==> config.mk <==
export PLATFORM = sky130hd
export DESIGN_NAME = mem_arbiter
export DESIGN_NICKNAME = d
export VERILOG_FILES = /design/src/rtl/mem_arbiter.sv
export SDC_FILE = /design/constraint.sdc
export NUM_CORES = 1
export LEC_CHECK = 0
export BUFFER_PORTS_ARGS = -buffer_cell sky130_fd_sc_hd__buf_4
export CAP_MARGIN = 20
export CORE_AREA = 2 2 108 110
export DETAILED_ROUTE_END_ITERATION = 8
export DIE_AREA = 0 0 110 112
export GPL_ROUTABILITY_DRIVEN = 0
export PLACE_DENSITY = 0.66
export SLEW_MARGIN = 15
export SYNTH_ARGS = -nofsm -noshare
export SYNTH_HDL_FRONTEND = slang
export SYNTH_SLANG_ARGS = --single-unit
==> constraint.sdc <==
create_clock -name clk -period 3 [get_ports clk]
set_clock_uncertainty 0.1 [all_clocks]
set_input_delay 0.75 -clock clk [delete_from_list [all_inputs] [get_ports clk]]
set_output_delay 0.75 -clock clk [all_outputs]
set_load 0.01 [all_outputs]
==> src/rtl/mem_arbiter.sv <==
// mem_arbiter: shares one memory port between instruction fetch and data
// access. One transaction is outstanding at a time. Data has priority over
// fetch, and a starvation counter periodically forces a fetch grant. A
// pipeline flush discards the response of a pending or in-flight fetch.
module mem_arbiter #(
   parameter int unsigned STARVE_MAX = 4
) (
   input  logic        clk,
   input  logic        rst,
   // fetch side
   input  logic        i_req,
   input  logic [31:0] i_addr,
   input  logic        i_flush,
   output logic        i_gnt,
   output logic        i_rvalid,
   output logic [31:0] i_rdata,
   // data side
   input  logic        d_req,
   input  logic        d_we,
   input  logic [31:0] d_addr,
   input  logic [31:0] d_wdata,
   input  logic [3:0]  d_wstrb,
   output logic        d_gnt,
   output logic        d_rvalid,
   output logic [31:0] d_rdata,
   // memory side
   output logic        m_req,
   output logic        m_we,
   output logic [31:0] m_addr,
   output logic [31:0] m_wdata,
   output logic [3:0]  m_wstrb,
   input  logic        m_gnt,
   input  logic        m_rvalid,
   input  logic [31:0] m_rdata,
   output logic        busy
);

   localparam logic [3:0] STARVE_LIM = 4'(STARVE_MAX);

   typedef enum logic [1:0] {IDLE, REQ, WAIT} state_t;
   typedef enum logic {OWN_I, OWN_D} owner_t;

   state_t      state, state_nx;
   owner_t      owner, owner_nx;
   logic        drop, drop_nx;
   logic [3:0]  starve_cnt, starve_nx;
   logic        we_q, we_nx;
   logic [31:0] addr_q, addr_nx;
   logic [31:0] wdata_q, wdata_nx;
   logic [3:0]  wstrb_q, wstrb_nx;
   logic        pick_i, pick_d;

   assign m_req   = (state == REQ);
   assign busy    = (state != IDLE);
   assign m_we    = we_q;
   assign m_addr  = addr_q;
   assign m_wdata = wdata_q;
   assign m_wstrb = wstrb_q;

   // Arbitration, next-state and response generation.
   always_comb begin
      state_nx  = state;
      owner_nx  = owner;
      drop_nx   = drop;
      starve_nx = starve_cnt;
      we_nx     = we_q;
      addr_nx   = addr_q;
      wdata_nx  = wdata_q;
      wstrb_nx  = wstrb_q;
      i_gnt     = 1'b0;
      d_gnt     = 1'b0;
      i_rvalid  = 1'b0;
      d_rvalid  = 1'b0;
      i_rdata   = '0;
      d_rdata   = '0;

      pick_i = i_req && !i_flush && (!d_req || starve_cnt == STARVE_LIM);
      pick_d = d_req && !pick_i;

      case (state)
         IDLE: begin
            if (pick_i) begin
               i_gnt    = 1'b1;
               owner_nx = OWN_I;
               addr_nx  = i_addr;
               we_nx    = 1'b0;
               wdata_nx = '0;
               wstrb_nx = '0;
               drop_nx  = 1'b0;
               state_nx = REQ;
            end else if (pick_d) begin
               d_gnt    = 1'b1;
               owner_nx = OWN_D;
               addr_nx  = d_addr;
               we_nx    = d_we;
               wdata_nx = d_wdata;
               wstrb_nx = d_wstrb;
               drop_nx  = 1'b0;
               state_nx = REQ;
            end
            if (pick_i || !i_req)
               starve_nx = '0;
            else if (pick_d && starve_cnt < STARVE_LIM)
               starve_nx = starve_cnt + 4'd1;
         end
         REQ: begin
            if (owner == OWN_I && i_flush)
               drop_nx = 1'b1;
            if (m_gnt)
               state_nx = WAIT;
         end
         WAIT: begin
            if (owner == OWN_I && i_flush)
               drop_nx = 1'b1;
            if (m_rvalid) begin
               state_nx = IDLE;
               if (owner == OWN_D) begin
                  d_rvalid = 1'b1;
                  d_rdata  = we_q ? '0 : m_rdata;
               end else if (!drop && !i_flush) begin
                  i_rvalid = 1'b1;
                  i_rdata  = m_rdata;
               end
            end
         end
         default: state_nx = IDLE;
      endcase

      // Pulses are suppressed while reset is asserted so an abandoned
      // transaction never reports a response or issues a grant.
      if (rst) begin
         i_gnt    = 1'b0;
         d_gnt    = 1'b0;
         i_rvalid = 1'b0;
         d_rvalid = 1'b0;
         i_rdata  = '0;
         d_rdata  = '0;
      end
   end

   // State and latched-command registers.
   always_ff @(posedge clk) begin
      if (rst) begin
         state      <= IDLE;
         owner      <= OWN_I;
         drop       <= 1'b0;
         starve_cnt <= '0;
         we_q       <= 1'b0;
         addr_q     <= '0;
         wdata_q    <= '0;
         wstrb_q    <= '0;
      end else begin
         state      <= state_nx;
         owner      <= owner_nx;
         drop       <= drop_nx;
         starve_cnt <= starve_nx;
         we_q       <= we_nx;
         addr_q     <= addr_nx;
         wdata_q    <= wdata_nx;
         wstrb_q    <= wstrb_nx;
      end
   end

endmodule

==> impl_results.md <==
- CTS sink count: between 70 and 80
- Final setup viols: 0
- Async set-reset flop share out of synthesis: 0%
- Crit path kind: primary input to primary output
- Run status: finished, final reports clean
- CTS resizes: 0
- Element type at the critical path end: primary output
- Fillers: 1065
- VDD IR max: ~0.34 mV
- Dpl hpwl: 9230 um
- Buffers on Ports: around 280
- Seq cells post-synth: 77
- Root Driver: clkbuf_16
- Later-pin clock latency in the skew report: between 0.3 and 0.4 ns
- Pwr per Cell Area: between 600 and 700 nW/um2
- DR vias/cell: approximately 4.8
- Slew headroom: 69.9%
- Die Y: about 110 um
- Number of setup buffers added after CTS: 0
- Row cnt: 39
- Post-Synthesis Cells: 360
- RSZ-0062 raised after global routing: false
- Most frequent cells in the layout: buf_4, dfxtp_1, and2_1, inv_1, a22o_1
- Leakage: a little under 3 nW
- # diodes: 0
- Synth Net Count: roughly 510
- Max Buffers Root-to-Sink: 2
- Fin nets: 776
- Placed Area: 5620 um2
- Setup TNS: 0 ns
- Commonest non-fill, non-tap cell in the layout: buf_4
- Post-Syn Area: between 3000 and 4000 um2
- Drt initial violations: 215
- CTS Hold Bufs: 0
- Worst EP arrival: 1.98 ns
- Initial antenna violation count: 0
- Share of cells above drive strength 1: 48.7%
- DRC: 0
- Design area: 5910 um2
- Antenna-violating nets left: 0
- FMAX: roughly 0.35 GHz
- Total area of multi-input combinational cells: roughly 1600 um2
- Syn. warnings: 0
- TritonCTS buffer count: 9
- Drt pass-1 iters: 4
- Max Slew Vio Count: 0
- Min-Delay Path Class: register to register
- Synth cell types: 33
- CP Launch Type: primary input
- First-pass GRT wire length: between 15000 and 20000 um
- Reg clk slew, reported paths: around 0.06 ns
- Ys flop type: dfxtp_1
- Die Wd: approximately 110 um
- IO Pins: ~280
- Max Cap Viol: 0
- Post-synth EDFFs: 0
- Syn avg cell area: 9.44 um2
- Minimum clock period: approximately 2.8 ns
- Tcrit/Tclk final: between 90 and 100%
- Die area: roughly 12000 um2
- GRT Total Usage: between 10% and 20%
- Via count: about 3.7k
- CTS H-tree depth: 3
- Initial core utilization: 30.4%
- Vias in the first global route: 3614
- Maximum number of pins on one net before global-route repair: between 40 and 50
- Gr ovfl total: 0
- Final-report hold violation count: 0
- Register area share after synthesis: a little under half
- Area Overhead vs Synth: 73.9%
- WL per Instance: 15.6 um
- Routed wire length: 12100 um
- Core area: between 10000 and 15000 um2
- Slew @ Worst Pin: approximately 0.45 ns
- FF+latch area: around 1500 um2
- CTS tree: done
- Required @ worst endpoint: 2.15 ns
- Peak fanout along the critical path: 33
## state kept, by name, indices dropped and copies added (netlist names)
name        flops
m_wdata        32
owner           1
m_addr         32
starve_cnt      4
state           2
m_we            1
drop            1
m_wstrb         4
## logic make-up after synthesis
logic type / Yosys count / synth area share, %
buffers and inverters: 68 / 8.03
multiplexers: 2 / 0.589
AO/OA/AOI/OAI: 114 / 27.4
flip-flops: 77 / 45.4
AND/OR/NAND/NOR: 93 / 16.4
adder cells (fa/ha/maj): 6 / 2.21
## report_power, final
| part | total [mW] | internal [mW] | switching (mW) |
|---|---|---|---|
| combinational | 1.39 | 0.732 | 0.654 |
| sequential | 1.43 | 1.28 | 0.148 |
| clock | 1.05 | 0.639 | 0.407 |
## Yosys cell counts (all sizes together) (2+ instances only)
cell type,number,area share [%]
a21oi,3,0.44
a22o,37,9.5
and2,65,12
buf,11,1.7
clkbuf,17,1.9
dfxtp,77,45
ha,6,2.2
inv,40,4.4
mux2i,2,0.59
nand2,4,0.44
nand3,2,0.29
nor2,9,0.99
nor2b,3,0.55
nor3,3,0.44
o21ai,35,5.2
o221a,33,11
## worst paths after layout
kind	startpoint	to	slack [ns]	cells past startpoint
min	m_wdata[5]	m_wdata[5]	0.37	1
min reg2reg	m_wdata[5]	m_wdata[5]	0.37	1
max	rst	i_rdata[6]	0.17	7
max reg2reg	state[0]	state[0]	1.17	6
## metal layers
| metal | up-vias | track usage, % | part of all wire, % |
|---|---|---|---|
| li1 | 1807 | - | - |
| met1 | 1756 | 22.9 | 41 |
| met2 | 159 | 30.5 | 49 |
| met3 | 18 | 5.80 | 8.2 |
| met4 | 0 | 6.08 | 1.8 |
| met5 | - | 0 | 0 |
## layout make-up
type / instances / share of cell area, %
clock buffers: 9 / 3.81
well taps: 143 / 3.03
clock inverters: 6 / 1.08
flip-flops and latches: 77 / 26.1
inverters: 40 / 2.54
multi-input cells: 215 / 27.0
repair buffers: 287 / 36.5
## worst max-delay path, stage by stage
cell and delay, ns:
buf_4 0.12, inv_1 0.14, nand3_1 0.18, nor4_2 0.17, buf_4 0.30, and2_1 0.19
buf_4 0.12
## stage by stage
step	hold slack, ns	total power [mW]	setup WS [ns]	util [%]	std cells
floorplan	0.350	2.13	0.391	-	360
global placement	0.358	2.82	0.257	50.3	762
detailed placement	0.356	2.84	0.189	50.3	762
CTS	0.378	3.92	0.180	52.9	777
global route	0.392	4.12	0.0551	52.9	777
finish	0.373	3.86	0.169	52.9	777
No activity file was read; power rests on OpenSTA's default activity.
